==> config.mk <==
export PLATFORM = sky130hd
export DESIGN_NAME = tmr_fault_manager_flat
export DESIGN_NICKNAME = d
export VERILOG_FILES = /design/src/rtl/tmr_fault_manager_if.sv /design/src/rtl/tmr_fault_manager.sv /design/src/flat_wrapper.sv
export SDC_FILE = /design/constraint.sdc
export NUM_CORES = 1
export LEC_CHECK = 0
export CAP_MARGIN = 20
export CORE_MARGIN = 2
export CORE_UTILIZATION = 57
export CTS_CLUSTER_DIAMETER = 30
export DETAILED_ROUTE_END_ITERATION = 6
export PLACE_DENSITY = 0.81
export REMOVE_ABC_BUFFERS = 1
export SYNTH_ARGS = -nofsm -noshare
export SYNTH_HDL_FRONTEND = slang
export SYNTH_SLANG_ARGS = --single-unit
==> constraint.sdc <==
create_clock -name clk -period 3.9 [get_ports clk]
set_clock_uncertainty 0.05 [all_clocks]
set_input_delay 0.39 -clock clk [delete_from_list [all_inputs] [get_ports clk]]
set_output_delay 0.39 -clock clk [all_outputs]
set_load 0.02 [all_outputs]
==> src/rtl/tmr_fault_manager_if.sv <==
// tmr_fault_manager_if: replica buses in, voted bus and supervisor status out.
// TMR_ERR_INJECT_EN adds the err_ctrl fault-injection lines.
interface tmr_fault_manager_if #(parameter int W = 8);
    logic         valid;
    logic [W-1:0] data_a;
    logic [W-1:0] data_b;
    logic [W-1:0] data_c;
    logic [W-1:0] data_out;
    logic [1:0]   mode;
    logic [2:0]   fault_vec;
    logic [2:0]   rep_rst_n;
    logic         tmr_error;
`ifdef TMR_ERR_INJECT_EN
    logic [2:0]   err_ctrl;
    modport slave (input valid, data_a, data_b, data_c, err_ctrl,
                   output data_out, mode, fault_vec, rep_rst_n, tmr_error);
    modport master (output valid, data_a, data_b, data_c, err_ctrl,
                    input data_out, mode, fault_vec, rep_rst_n, tmr_error);
`else
    modport slave (input valid, data_a, data_b, data_c,
                   output data_out, mode, fault_vec, rep_rst_n, tmr_error);
    modport master (output valid, data_a, data_b, data_c,
                    input data_out, mode, fault_vec, rep_rst_n, tmr_error);
`endif
endinterface

==> src/rtl/tmr_fault_manager.sv <==
// tmr_fault_manager: votes three replica buses, fences/resyncs a faulty replica, sticks in FAIL.
// Optional TMR_ERR_INJECT_EN: per-replica bus inversion before voting.
module tmr_fault_manager #(
    parameter int W            = 8,
    parameter int FAULT_THRESH = 4,
    parameter int RESYNC_CYC   = 16,
    parameter int PROBATION    = 32,
    parameter int MAX_RETRY    = 2
) (
    input logic                 clk,
    input logic                 rst,
    tmr_fault_manager_if.slave  bus
);
    localparam int FW = $clog2(FAULT_THRESH + 1);
    localparam int RW = $clog2(RESYNC_CYC + 1);
    localparam int PW = $clog2(PROBATION + 1);
    localparam int TW = $clog2(MAX_RETRY + 2);
    localparam logic [FW-1:0] FT      = FW'(FAULT_THRESH);
    localparam logic [RW-1:0] RS_LAST = RW'(RESYNC_CYC - 1);
    localparam logic [PW-1:0] PR_LAST = PW'(PROBATION - 1);
    localparam logic [TW-1:0] RT_MAX  = TW'(MAX_RETRY);

    typedef enum logic [2:0] {ST_TMR, ST_RESET, ST_PROBE, ST_PERM, ST_FAIL} state_t;

    state_t        r_state;
    logic [1:0]    r_mode;
    logic [2:0]    r_fvec;
    logic [2:0]    r_rrn;
    logic          r_err;
    logic [FW-1:0] r_mis [3];
    logic [FW-1:0] r_pair;
    logic [RW-1:0] r_rs;
    logic [PW-1:0] r_prob;
    logic [TW-1:0] r_retry;

    logic [W-1:0]  w_d [3];
    logic [W-1:0]  w_maj;
    logic [FW-1:0] w_mis_nxt [3];
    logic [FW-1:0] w_pair_nxt;
    logic [2:0]    w_hit;
    logic [1:0]    w_f, w_p0, w_p1;
    logic          w_dup, w_pdis, w_fmm, w_multi;

`ifdef TMR_ERR_INJECT_EN
    assign w_d[0] = bus.data_a ^ {W{bus.err_ctrl[0]}};
    assign w_d[1] = bus.data_b ^ {W{bus.err_ctrl[1]}};
    assign w_d[2] = bus.data_c ^ {W{bus.err_ctrl[2]}};
`else
    assign w_d[0] = bus.data_a;
    assign w_d[1] = bus.data_b;
    assign w_d[2] = bus.data_c;
`endif

    assign w_maj = (w_d[0] & w_d[1]) | (w_d[1] & w_d[2]) | (w_d[0] & w_d[2]);
    // healthy pair is the two replicas not marked in fault_vec, lower index first
    assign w_f   = r_fvec[1] ? 2'd1 : (r_fvec[2] ? 2'd2 : 2'd0);
    assign w_p0  = r_fvec[0] ? 2'd1 : 2'd0;
    assign w_p1  = r_fvec[2] ? 2'd1 : 2'd2;
    assign w_dup = (r_state == ST_RESET) || (r_state == ST_PROBE) || (r_state == ST_PERM);
    assign w_pdis = bus.valid && (w_d[w_p0] != w_d[w_p1]);
    assign w_fmm  = w_d[w_f] != w_d[w_p0];
    assign w_pair_nxt = !bus.valid ? r_pair : (w_pdis ? (r_pair == FT ? r_pair : r_pair + 1'b1) : '0);
    assign w_multi = (w_hit[0] & w_hit[1]) | (w_hit[1] & w_hit[2]) | (w_hit[0] & w_hit[2]);

    always_comb begin
        for (int i = 0; i < 3; i++) begin
            w_mis_nxt[i] = !bus.valid ? r_mis[i] :
                           (w_d[i] != w_maj) ? (r_mis[i] == FT ? r_mis[i] : r_mis[i] + 1'b1) : '0;
            w_hit[i]     = w_mis_nxt[i] == FT;
        end
    end

    assign bus.data_out  = w_dup ? w_d[w_p0] : w_maj;
    assign bus.mode      = r_mode;
    assign bus.fault_vec = r_fvec;
    assign bus.rep_rst_n = r_rrn;
    assign bus.tmr_error = r_err;

    always_ff @(posedge clk or negedge rst) begin
        if (!rst) begin
            r_state <= ST_TMR;
            r_mode  <= 2'b00;
            r_fvec  <= 3'b000;
            r_rrn   <= 3'b111;
            r_err   <= 1'b0;
            r_mis   <= '{default: '0};
            r_pair  <= '0;
            r_rs    <= '0;
            r_prob  <= '0;
            r_retry <= '0;
        end else begin
            case (r_state)
                ST_TMR: begin
                    r_mis <= w_mis_nxt;
                    if (w_multi) begin
                        r_state <= ST_FAIL;
                        r_mode  <= 2'b11;
                        r_err   <= 1'b1;
                    end else if (|w_hit) begin
                        r_state <= ST_RESET;
                        r_mode  <= 2'b01;
                        r_fvec  <= w_hit;
                        r_rrn   <= ~w_hit;
                        r_mis   <= '{default: '0};
                        r_pair  <= '0;
                        r_rs    <= '0;
                        r_prob  <= '0;
                        r_retry <= '0;
                    end
                end
                ST_RESET, ST_PROBE, ST_PERM: begin
                    r_pair <= w_pair_nxt;
                    if (w_pair_nxt == FT) begin
                        r_state <= ST_FAIL;
                        r_mode  <= 2'b11;
                        r_err   <= 1'b1;
                        r_rrn   <= 3'b111;
                    end else if (r_state == ST_RESET) begin
                        r_rs <= r_rs + 1'b1;
                        if (r_rs == RS_LAST) begin
                            r_state <= ST_PROBE;
                            r_rrn   <= 3'b111;
                        end
                    end else if (r_state == ST_PROBE && bus.valid && !w_pdis) begin
                        if (w_fmm) begin
                            r_rrn   <= ~r_fvec;
                            r_state <= (r_retry == RT_MAX) ? ST_PERM : ST_RESET;
                            r_retry <= r_retry + 1'b1;
                            r_rs    <= '0;
                            r_prob  <= '0;
                        end else if (r_prob == PR_LAST) begin
                            r_state <= ST_TMR;
                            r_mode  <= 2'b00;
                            r_fvec  <= 3'b000;
                            r_pair  <= '0;
                            r_prob  <= '0;
                            r_retry <= '0;
                        end else begin
                            r_prob <= r_prob + 1'b1;
                        end
                    end
                end
                default: ;
            endcase
        end
    end
endmodule

==> src/flat_wrapper.sv <==
// flat-port wrapper written by rule: the top's interface ports become plain ports
module tmr_fault_manager_flat 
#(
    parameter int W            = 8,
    parameter int FAULT_THRESH = 4,
    parameter int RESYNC_CYC   = 16,
    parameter int PROBATION    = 32,
    parameter int MAX_RETRY    = 2
)
  (clk, rst, bus_valid, bus_data_a, bus_data_b, bus_data_c, bus_data_out, bus_mode, bus_fault_vec, bus_rep_rst_n, bus_tmr_error);
  tmr_fault_manager_if #(.W(W)) bus_i ();
  input logic clk;
  input logic rst;
  input wire logic [$bits(bus_i.valid)-1:0] bus_valid;
  input wire logic [$bits(bus_i.data_a)-1:0] bus_data_a;
  input wire logic [$bits(bus_i.data_b)-1:0] bus_data_b;
  input wire logic [$bits(bus_i.data_c)-1:0] bus_data_c;
  output wire logic [$bits(bus_i.data_out)-1:0] bus_data_out;
  output wire logic [$bits(bus_i.mode)-1:0] bus_mode;
  output wire logic [$bits(bus_i.fault_vec)-1:0] bus_fault_vec;
  output wire logic [$bits(bus_i.rep_rst_n)-1:0] bus_rep_rst_n;
  output wire logic [$bits(bus_i.tmr_error)-1:0] bus_tmr_error;
  assign bus_i.valid = bus_valid;
  assign bus_i.data_a = bus_data_a;
  assign bus_i.data_b = bus_data_b;
  assign bus_i.data_c = bus_data_c;
  assign bus_data_out = bus_i.data_out;
  assign bus_mode = bus_i.mode;
  assign bus_fault_vec = bus_i.fault_vec;
  assign bus_rep_rst_n = bus_i.rep_rst_n;
  assign bus_tmr_error = bus_i.tmr_error;
  tmr_fault_manager #(.W(W), .FAULT_THRESH(FAULT_THRESH), .RESYNC_CYC(RESYNC_CYC), .PROBATION(PROBATION), .MAX_RETRY(MAX_RETRY)) u_core (.clk(clk), .rst(rst), .bus(bus_i));
endmodule
==> run metrics, run 1 <==
Clk pwr share=0.187; Max Root-Sink Buffers=2; first-pass GRT wire length=between 15,000 and 20,000 µm; Async S/R FF share, synth=1.00; Worst Tran Pin Value=0.841 ns; layout cell share with drive strength beyond 1=0.111; I/O pin cnt=44; synthesized area=3730 µm²; max-slew violation count=0; WL per Instance=16.5 µm; area delta synth->final=15.1%; main flop type after synthesis=dfrtp_1; Sw Share=0.426; count of cell types in the netlist=77; max_cap viols=0; outcome=finished clean; Net Switching=between 0.0009 and 0.001 W; number of post-CTS setup repair buffers=0; Slew HR=0.439; initial DRC count=286; H-tree levels=2; cell internal pwr=0.00125 W; Post-Syn Instances=457; crit share post-route=0.876; ANT nets after route=0; slowest stage cell on the critical path=clkdlybuf4s50_1; total global routing track utilization=0.264; fillers=515; WS Path Type=in -> reg; later-pin clock latency in the skew report=about 0.29 ns; clock buffer count from CTS=5; pwr/cell area=about 510 nW/µm²; Post-synth EDFFs=0; sequential fraction of the synthesis area=0.249; HPWL after DPL=7030 µm; routability cong.=roughly 0.90; gr ovfl total=0; crit path cell chain=clkdlybuf4s50_1 -> nand2b_1 -> o22ai_1 -> a221oi_1 -> nand4_1 -> a41oi_2 -> mux2_4 -> a32oi_2 -> nand2b_4 -> o21ai_1; clock-pin slew on the worst setup and hold paths=0.08 ns; min-delay worst type=in -> async; TNS Setup=0 ns; Seq cells post-synth=37; initial antenna violation count=0; Final nets=around 530; top achievable clock speed=between 0.2 and 0.3 GHz; setup violators final=0; DRC viols=0; Die X=84.9 µm; Initial Util=0.588; share of power burned in registers=0.293; number of core rows=29; core area=6350 µm²; drt first pass iters=5; CTS root buf=clkbuf_8; drt via density=around 6.3; largest net degree at the start of global routing=38; crit-path max FO=13; sequential cell area=930 µm²; Critical Path Source Type=input pin; Mean Syn Cell Area=8.16 µm²; worst vdd ir=0.347 mV; area of the die=7210 µm²; slowest cell delay on critical path=0.68 ns; Comb power frac=0.520; synth warn=0; PortBufs=43; Post-CTS Resized=0; Crit path max-delay family=compound AO/OA/AOI/OAI gates; DR vias=3,578; leak pwr=between 1.5 and 2 nW; Ant. Diodes=0; Setup crit end kind=flop; Worst EP required=4.03 ns; overall power=0.00218 W; clk sink count=37; Routed Wire Length=9310 µm; final hold vios=0; vias in the first global route=3,373; Final Critical Period=3.42 ns; Buf/Inv on CP=1; area of the multi-input gates=2520 µm²; die height=84.9 µm; Hold Buf Count CTS=0; CP Data Arrival Time=3.54 ns; RSZ-0062 raised after global routing=false; CTS tree=done
## logic make-up (layout without fill, tap and decap cells)
group	after synthesis	count (layout)	share of synthesized area
AO/OA/AOI/OAI	122	122	0.234
XOR/XNOR	24	24	0.0563
adder cells (fa/ha/maj)	12	12	0.0402
buffers and inverters	57	87	0.0758
flip-flops	37	37	0.249
multiplexers	17	17	0.0520
AND/OR/NAND/NOR	188	188	0.293
## per-stage QoR
step	utilization	hold slack, ns	setup slack, ns	instance area [µm²]	std cells
2_1_floorplan	-	0.0444	0.996	3530	422
3_3_place_gp	0.655	0.404	0.256	4160	556
3_5_place_dp	0.655	0.415	0.178	4160	556
4_1_cts	0.676	0.163	0.479	4300	564
5_1_grt	0.676	0.200	0.261	4300	564
6_report	0.676	0.144	0.484	4300	564
## registers in the layout (all words and copies together) (netlist names)
signal	flops
u_core.bus.tmr_error	1
u_core.r_mis	9
u_core.bus.rep_rst_n	3
u_core.r_state	3
u_core.r_prob	6
u_core.bus.fault_vec	3
u_core.r_pair	3
u_core.bus.mode	2
u_core.r_rs	5
u_core.r_retry	2
## cells in the final DEF (no fill, tap or decap), types with 12 or more instances in the layout
cell type         n
nor3_1           12
buf_4            14
o21ai_0          25
nor2_1           32
clkdlybuf4s50_1  42
inv_1            22
a21oi_1          26
nand2_1          45
xor2_1           16
ha_1             12
dfrtp_1          34
nor3b_1          12
## power groups by stage
stage	combinational, W	sequential, W	clock, W
global route	0.00124	0.000655	0.000424
finish	0.00113	0.000637	0.000407
detailed placement	0.00111	0.000636	0
CTS	0.00112	0.000632	0.000412
floorplan	0.000707	0.000652	0
global placement	0.00109	0.000631	0
## final cells by class
class	count	share of cell area
clock buffers	5	0.0160
clock inverters	3	0.0160
inverters	22	0.0192
multi-input cells	363	0.586
flip-flops and latches	37	0.216
well taps	77	0.0224
repair buffers	57	0.124
## cells in the mapped netlist, types with 4 or more instances
master / instances / area [µm²]
nand2_1: 45 / 169
dfrtp_1: 34 / 851
nor2_1: 32 / 120
a21oi_1: 26 / 130
o21ai_0: 25 / 125
inv_1: 22 / 82.6
buf_2: 19 / 95.1
xor2_1: 16 / 140
ha_1: 12 / 150
nor3_1: 12 / 60.1
nor3b_1: 12 / 90.1
mux2i_1: 10 / 100
nand4_1: 10 / 62.6
nor2b_1: 10 / 62.6
nand3_1: 9 / 45.0
a211oi_1: 8 / 60.1
and3b_1: 8 / 70.1
nand2b_1: 8 / 50.1
o21ai_1: 8 / 40.0
o22ai_1: 8 / 50.1
xnor2_1: 8 / 70.1
nand3b_1: 7 / 52.6
buf_4: 6 / 45.0
clkbuf_1: 6 / 22.5
or3b_1: 6 / 52.6
a221oi_1: 5 / 43.8
and3_1: 5 / 31.3
mux2_4: 4 / 60.1
nor4_1: 4 / 25.0
## metal layers
layer | wire length [µm] | vias up | track usage
met4 | 117 | 0 | 0.0693
li1 | - | 1723 | -
met2 | 4480 | 126 | 0.440
met1 | 4190 | 1717 | 0.360
met5 | 0 | - | 0
met3 | 531 | 12 | 0.0418
## final timing paths
path | from | to | slack (ns) | depth (start not counted)
worst max-delay path | bus_data_b[2] | u_core.r_prob[3] | 0.48 | 10
worst min-delay path | rst | u_core.r_mis[5] | 0.14 | 1
worst max register to register | u_core.r_mis[0] | u_core.r_prob[3] | 0.61 | 11
worst min register to register | u_core.r_retry[0] | u_core.r_retry[0] | 0.43 | 1
max in group asynchronous | rst | u_core.r_retry[0] | 3.12 | 1
min in group clk | u_core.r_retry[0] | u_core.r_retry[0] | 0.43 | 1
Power figures use the tool's default switching activity.
==> inputs of run 2 (changes only) <==
--- a/config.mk
+++ b/config.mk
@@ -5,7 +5,6 @@
 export SDC_FILE = /design/constraint.sdc
 export NUM_CORES = 1
 export LEC_CHECK = 0
-export CAP_MARGIN = 20
 export CORE_MARGIN = 2
 export CORE_UTILIZATION = 57
 export CTS_CLUSTER_DIAMETER = 30
==> constraint.sdc (replaced) <==
create_clock -name clk -period 3.2 [get_ports clk]
set_clock_uncertainty 0.05 [all_clocks]
set_input_delay 0.32 -clock clk [delete_from_list [all_inputs] [get_ports clk]]
set_output_delay 0.32 -clock clk [all_outputs]
set_load 0.02 [all_outputs]
==> run metrics, run 2 (synthesized netlist as in run 1, its figures left out) <==
crit-path max FO=10 (-3); core area=6350 µm² (unchanged); length of routed met2 wiring=4670 µm (+4.2%); clk sink count=37 (unchanged); CP Data Arrival Time=3.25 ns (-0.29 ns); outcome=finished clean; WS Path Type=in -> reg; I/O pin cnt=44 (unchanged); most frequent cell on the critical path=buf_4; Largest regs=u_core.r_mis x9, u_core.r_prob x6, u_core.r_rs x5; met3 wire len=463 µm (-13%); vias in the first global route=3,550 (+5.2%); leak pwr=2.04 nW (+15%); drt via density=6.01 (-5.2%); first-pass GRT wire length=16,500 µm (+5.0%); number of core rows=29 (unchanged); total global routing track utilization=0.277 (+0.0130); max_cap viols=0 (unchanged); final hold vios=0 (unchanged); CTS root buf=clkbuf_8; Max Root-Sink Buffers=2 (unchanged); Slew HR=0.451 (+0.0119); Routed Wire Length=9610 µm (+3.1%); H-tree levels=2 (unchanged); HPWL after DPL=7400 µm (+5.3%); later-pin clock latency in the skew report=0.30 ns (about the same); Setup crit end kind=flop; layout cell share with drive strength beyond 1=0.207 (+0.0958); Critical Path Source Type=input pin; worst vdd ir=0.422 mV (+22%); die height=84.9 µm (unchanged); slowest cell delay on critical path=0.50 ns (-0.18 ns); DR vias=3,722 (+4.0%); largest net degree at the start of global routing=38 (unchanged); pwr/cell area=581 nW/µm² (+15%); commonest non-fill, non-tap cells in the layout=buf_4 (69), nand2_1 (45), clkdlybuf4s50_1 (41); initial DRC count=258 (-9.8%); setup violators final=0 (unchanged); DRC viols=0 (unchanged); Ant. Diodes=0 (unchanged); CTS tree=done; PortBufs=43 (unchanged); overall power=0.00274 W (+26%); area of the die=7210 µm² (unchanged); area delta synth->final=26.1%; Initial Util=0.588 (unchanged); RSZ-0062 raised after global routing=false; ANT nets after route=0 (unchanged); Die X=84.9 µm (unchanged); top achievable clock speed=about 0.33 GHz; Final nets=580 (+10%); Final Critical Period=slightly above 3 ns; fin util=0.741 (+0.0646); WL met1=4340 µm (+3.8%); clock-pin slew on the worst setup and hold paths=0.08 ns (about the same); clock buffer count from CTS=5 (unchanged); Biggest register=u_core.r_mis; min-delay worst type=in -> async; Largest register FFs=9 (unchanged); Worst EP required=3.39 ns (-0.64 ns); drt first pass iters=5 (unchanged); most common cell after layout, fill and taps aside=buf_4; TNS Setup=0 ns (unchanged); fillers=459 (-11%); Worst Tran Pin Value=0.823 ns (-0.0178 ns); crit share post-route=0.956; max-slew violation count=0 (unchanged); initial antenna violation count=0 (unchanged); slowest stage cell on the critical path=clkdlybuf4s50_1; crit path cell chain=clkdlybuf4s50_1 -> buf_4 -> and3b_1 -> nor4_1 -> and4_4 -> o41a_4 -> nor2b_4 -> mux2_4 -> a32oi_2 -> buf_4 -> or4b_1 -> nand2_1; top routing layer in use=met4; WL per Instance=15.5 µm (-6.0%); routability cong.=0.925 (+3.3%); gr ovfl total=0 (unchanged)
## run 2: cell types whose count changed in the layout (fill, tap and decap cells not counted), sizes merged
cell and change:
clkbuf +2, bufinv -1, inv -1, clkdlybuf4s50 -1, buf +55, dlymetal6s2s +1
## run 2: worst paths after layout
| path | end | cells past startpoint | slack (ns) | start |
|---|---|---|---|---|
| min | u_core.r_mis[8] | 1 | 0.07 | rst |
| max reg2reg | u_core.r_prob[2] | 12 | 0.20 | u_core.r_mis[0] |
| max | u_core.r_prob[2] | 12 | 0.14 | bus_data_a[4] |
| max in group asynchronous | u_core.bus.fault_vec[0] | 1 | 2.45 | rst |
| min in group clk | u_core.r_retry[0] | 1 | 0.44 | u_core.r_retry[0] |
| min reg2reg | u_core.r_retry[0] | 1 | 0.44 | u_core.r_retry[0] |
## run 2: stage by stage
step	instance area (µm²)	setup WS, ns	hold WS [ns]	cells
after floorplan	3530	0.296	-0.0256	422
after global placement	4560	-0.0827	0.403	610
after detailed placement	4560	-0.170	0.411	610
after CTS	4680	0.0903	0.0917	618
after global routing	4710	0.0102	0.147	619
final	4710	0.142	0.0663	619
## run 2: where the power goes
group | leakage (nW) | total, W | switching [W] | internal [W]
clock | 0.0585 | 0.000427 | 0.000173 | 0.000254
sequential | 0.455 | 0.000757 | 0.000154 | 0.000603
combinational | 1.53 | 0.00155 | 0.000818 | 0.000733
total | 2.04 | 0.00274 | 0.00115 | 0.00159
## run 2: layout make-up
type	count	area, µm²	share of cell area
Timing Repair Buffer	112	946	0.201
Sequential cell	37	931	0.198
Inverter	22	82.6	0.0175
Tap cell	77	96.3	0.0205
Multi-Input combinational cell	363	2530	0.538
Clock inverter	1	30.0	0.00638
Clock buffer	7	86.3	0.0183
## run 2: worst max-delay path, delay by kind of cell
kind,cells,cell delay (ns)
and+or+nand+nor,6,1.59
buffers and inverters,3,0.89
AOI/OAI and AO/OA,2,0.25
muxes,1,0.21
## run 2: timing repair
action / CTS / global route
buffers inserted: 0 / 1
hold endpoints to repair: 0 / 0
setup endpoints to repair: 0 / 16
hold buffers: 0 / 0
gates resized for setup: 0 / 5
## run 2: per-layer routing
| layer | GRT usage | vias to the layer above |
|---|---|---|
| met2 | 0.463 | 111 |
| li1 | - | 1848 |
| met1 | 0.380 | 1746 |
| met5 | 0 | - |
| met3 | 0.0370 | 17 |
| met4 | 0.0750 | 0 |
==> inputs of run 3 (changes only) <==
--- a/config.mk
+++ b/config.mk
@@ -5,6 +5,7 @@
 export SDC_FILE = /design/constraint.sdc
 export NUM_CORES = 1
 export LEC_CHECK = 0
+export ABC_AREA = 1
 export CORE_MARGIN = 2
 export CORE_UTILIZATION = 57
 export CTS_CLUSTER_DIAMETER = 30
==> run metrics, run 3 <==
area delta synth->final=15.8%; CTS tree=done; crit-path max FO=13 (+3); Final nets=683 (+18%); Hold Buf Count CTS=0 (unchanged); number of post-CTS setup repair buffers=0 (unchanged); later-pin clock latency in the skew report=0.30 ns (about the same); post-synth top area share=0.226 (-0.00159); largest family of logic cells by synthesized area=simple AND/OR/NAND/NOR gates; largest net degree at the start of global routing=38 (unchanged); Final Critical Period=2.69 ns (-0.370 ns); Mean Syn Cell Area=6.24 µm² (-24%); Biggest register=u_core.r_mis; post-synthesis mux area share=0 (-0.0520); WS Path Type=reg -> reg; hold_ws=0.0647 ns (-0.00169 ns); Routed Wire Length=9330 µm (-2.9%); core area=6350 µm² (unchanged); most common cell after layout, fill and taps aside=nand2_1; fillers=575 (+25%); initial DRC count=242 (-6.2%); vias in the first global route=3,546 (-0.11%); total global routing track utilization=0.266 (-0.0109); gr ovfl total=0 (unchanged); Worst Tran Pin Value=0.839 ns (+0.0164 ns); Max Root-Sink Buffers=2 (unchanged); setup violators final=0 (unchanged); clk sink count=37 (unchanged); Seq cells post-synth=37 (unchanged); crit share post-route=0.840 (-0.115); Post-CTS Resized=0 (unchanged); Setup crit end kind=flop; clock-pin slew on the worst setup and hold paths=0.08 ns (about the same); Worst EP required=3.34 ns (-0.05 ns); Largest register FFs=9 (unchanged); routability cong.=0.921 (-0.44%); XOR/XNOR Fraction of Synth Area=0.0326 (-0.0237); die height=85.2 µm (+0.34%); WL per Instance=12.9 µm (-17%); complex-gate fraction of the synthesized area=0.167 (-0.0662); DRC viols=0 (unchanged); count of cell types in the netlist=39 (-49%); sequential fraction of the synthesis area=0.247 (-0.00174); max-slew violation count=0 (unchanged); Post-Synth Simple-Gate Area=0.390 (+0.0972); I/O pin cnt=44 (unchanged); Ant. Diodes=0 (unchanged); pwr/cell area=709 nW/µm² (+22%); top achievable clock speed=0.372 GHz (+14%); Slew HR=0.440 (-0.0109); synth warn=0 (unchanged); ANT nets after route=0 (unchanged); number of core rows=29 (unchanged); drt via density=5.53 (-8.1%); PortBufs=43 (unchanged); Largest regs=u_core.r_mis x9, u_core.r_prob x6, u_core.r_rs x5; worst vdd ir=0.457 mV (+8.3%); RSZ-0062 raised after global routing=false; Die X=85.2 µm (+0.34%); drt first pass iters=5 (unchanged); CTS root buf=clkbuf_8; top post-synthesis cells by area=dfrtp_1 (23%), nand2_1 (19%), inv_1 (7.6%), nand3_1 (6.9%), o21ai_0 (4.9%); commonest non-fill, non-tap cells in the layout=nand2_1 (193), inv_1 (76), nand3_1 (52); min-delay worst type=in -> async; DR vias=3,991 (+7.2%); post-synth top area cell=dfrtp_1; Synth Area in Adders=0.0400 (-0.000281); layout cell share with drive strength beyond 1=0.113 (-0.0935); Async S/R FF share, synth=1.00 (unchanged); HPWL after DPL=7080 µm (-4.2%); main flop type after synthesis=dfrtp_1; H-tree levels=2 (unchanged); count leader, synth=nand2_1; leak pwr=2.18 nW (+6.7%); area of the die=7260 µm² (+0.67%); Critical Path Source Type=flop; Initial Util=0.592 (+0.00414); CP Data Arrival Time=2.83 ns (-0.42 ns); synthesized area=3760 µm² (+0.70%); max_cap viols=0 (unchanged); initial antenna violation count=0 (unchanged); Post-synth EDFFs=0 (unchanged); final hold vios=0 (unchanged); TNS Setup=0 ns (unchanged); first-pass GRT wire length=16,000 µm (-2.8%); clock buffer count from CTS=5 (unchanged); outcome=finished clean; Post-synth top cells=nand2_1 (193), inv_1 (76), nand3_1 (52); Post-Syn Instances=602 (+32%)
==> run 3: layout make-up <==
class | count | area, µm² | share of cell area
clock inverters | 3 | 68.8 | 0.0158
inverters | 91 | 342 | 0.0785
repair buffers | 50 | 478 | 0.110
well taps | 77 | 96.3 | 0.0221
multi-input cells | 459 | 2370 | 0.544
clock buffers | 5 | 68.8 | 0.0158
flip-flops and latches | 37 | 930 | 0.214
==> run 3: worst paths after layout <==
check	slack, ns	cells after the start	startpoint	to
max	0.51	14	u_core.bus.fault_vec[2]	u_core.bus.mode[1]
min	0.06	1	rst	u_core.r_mis[5]
max reg2reg	0.51	14	u_core.bus.fault_vec[2]	u_core.bus.mode[1]
min reg2reg	0.42	2	u_core.bus.rep_rst_n[1]	u_core.bus.rep_rst_n[1]
max in group asynchronous	2.51	1	rst	u_core.r_prob[3]
min in group clk	0.42	2	u_core.bus.rep_rst_n[1]	u_core.bus.rep_rst_n[1]
==> run 3: metal layers <==
metal	wire [µm]	up-vias	GRT usage
met5	0	-	0
li1	-	2024	-
met1	4460	1854	0.369
met4	60	0	0.0433
met2	4350	107	0.447
met3	453	6	0.0428
==> run 3: cell families (layout without fill, tap and decap cells) <==
kind of cell	count (synthesis)	in the layout
flops	37	37
xor+xnor	14	14
fa+ha+maj	12	12
buf+inv	106	149
simple gates	330	330
compound gates	103	103
==> run 3: power by group <==
part           internal [W]  switching (W)  leakage [nW]
Sequential         0.000637       0.000134         0.480
Combinational      0.000678        0.00113          1.63
Clock              0.000314       0.000194        0.0687
==> run 3: stage by stage <==
step	power (W)	utilization	setup WS, ns	std cells	area [µm²]
after floorplan	0.00201	-	0.866	587	3640
after global placement	0.00251	0.663	0.367	714	4210
after detailed placement	0.00255	0.663	0.296	714	4210
after CTS	0.00307	0.685	0.530	722	4350
after global routing	0.00334	0.685	0.223	722	4350
final	0.00308	0.685	0.511	722	4350
==> run 3: worst max-delay path, stage by stage, from the launching register on <==
cell,delay [ns]
dfrtp_1,0.56
buf_4,0.26
nor2_4,0.19
nand2_1,0.08
o211ai_1,0.13
xor2_1,0.22
nand2_1,0.07
nor2_1,0.19
nand2_2,0.18
a21oi_4,0.22
nand2_1,0.07
nand2_1,0.09
inv_1,0.06
o21ai_0,0.14
nand2_1,0.06
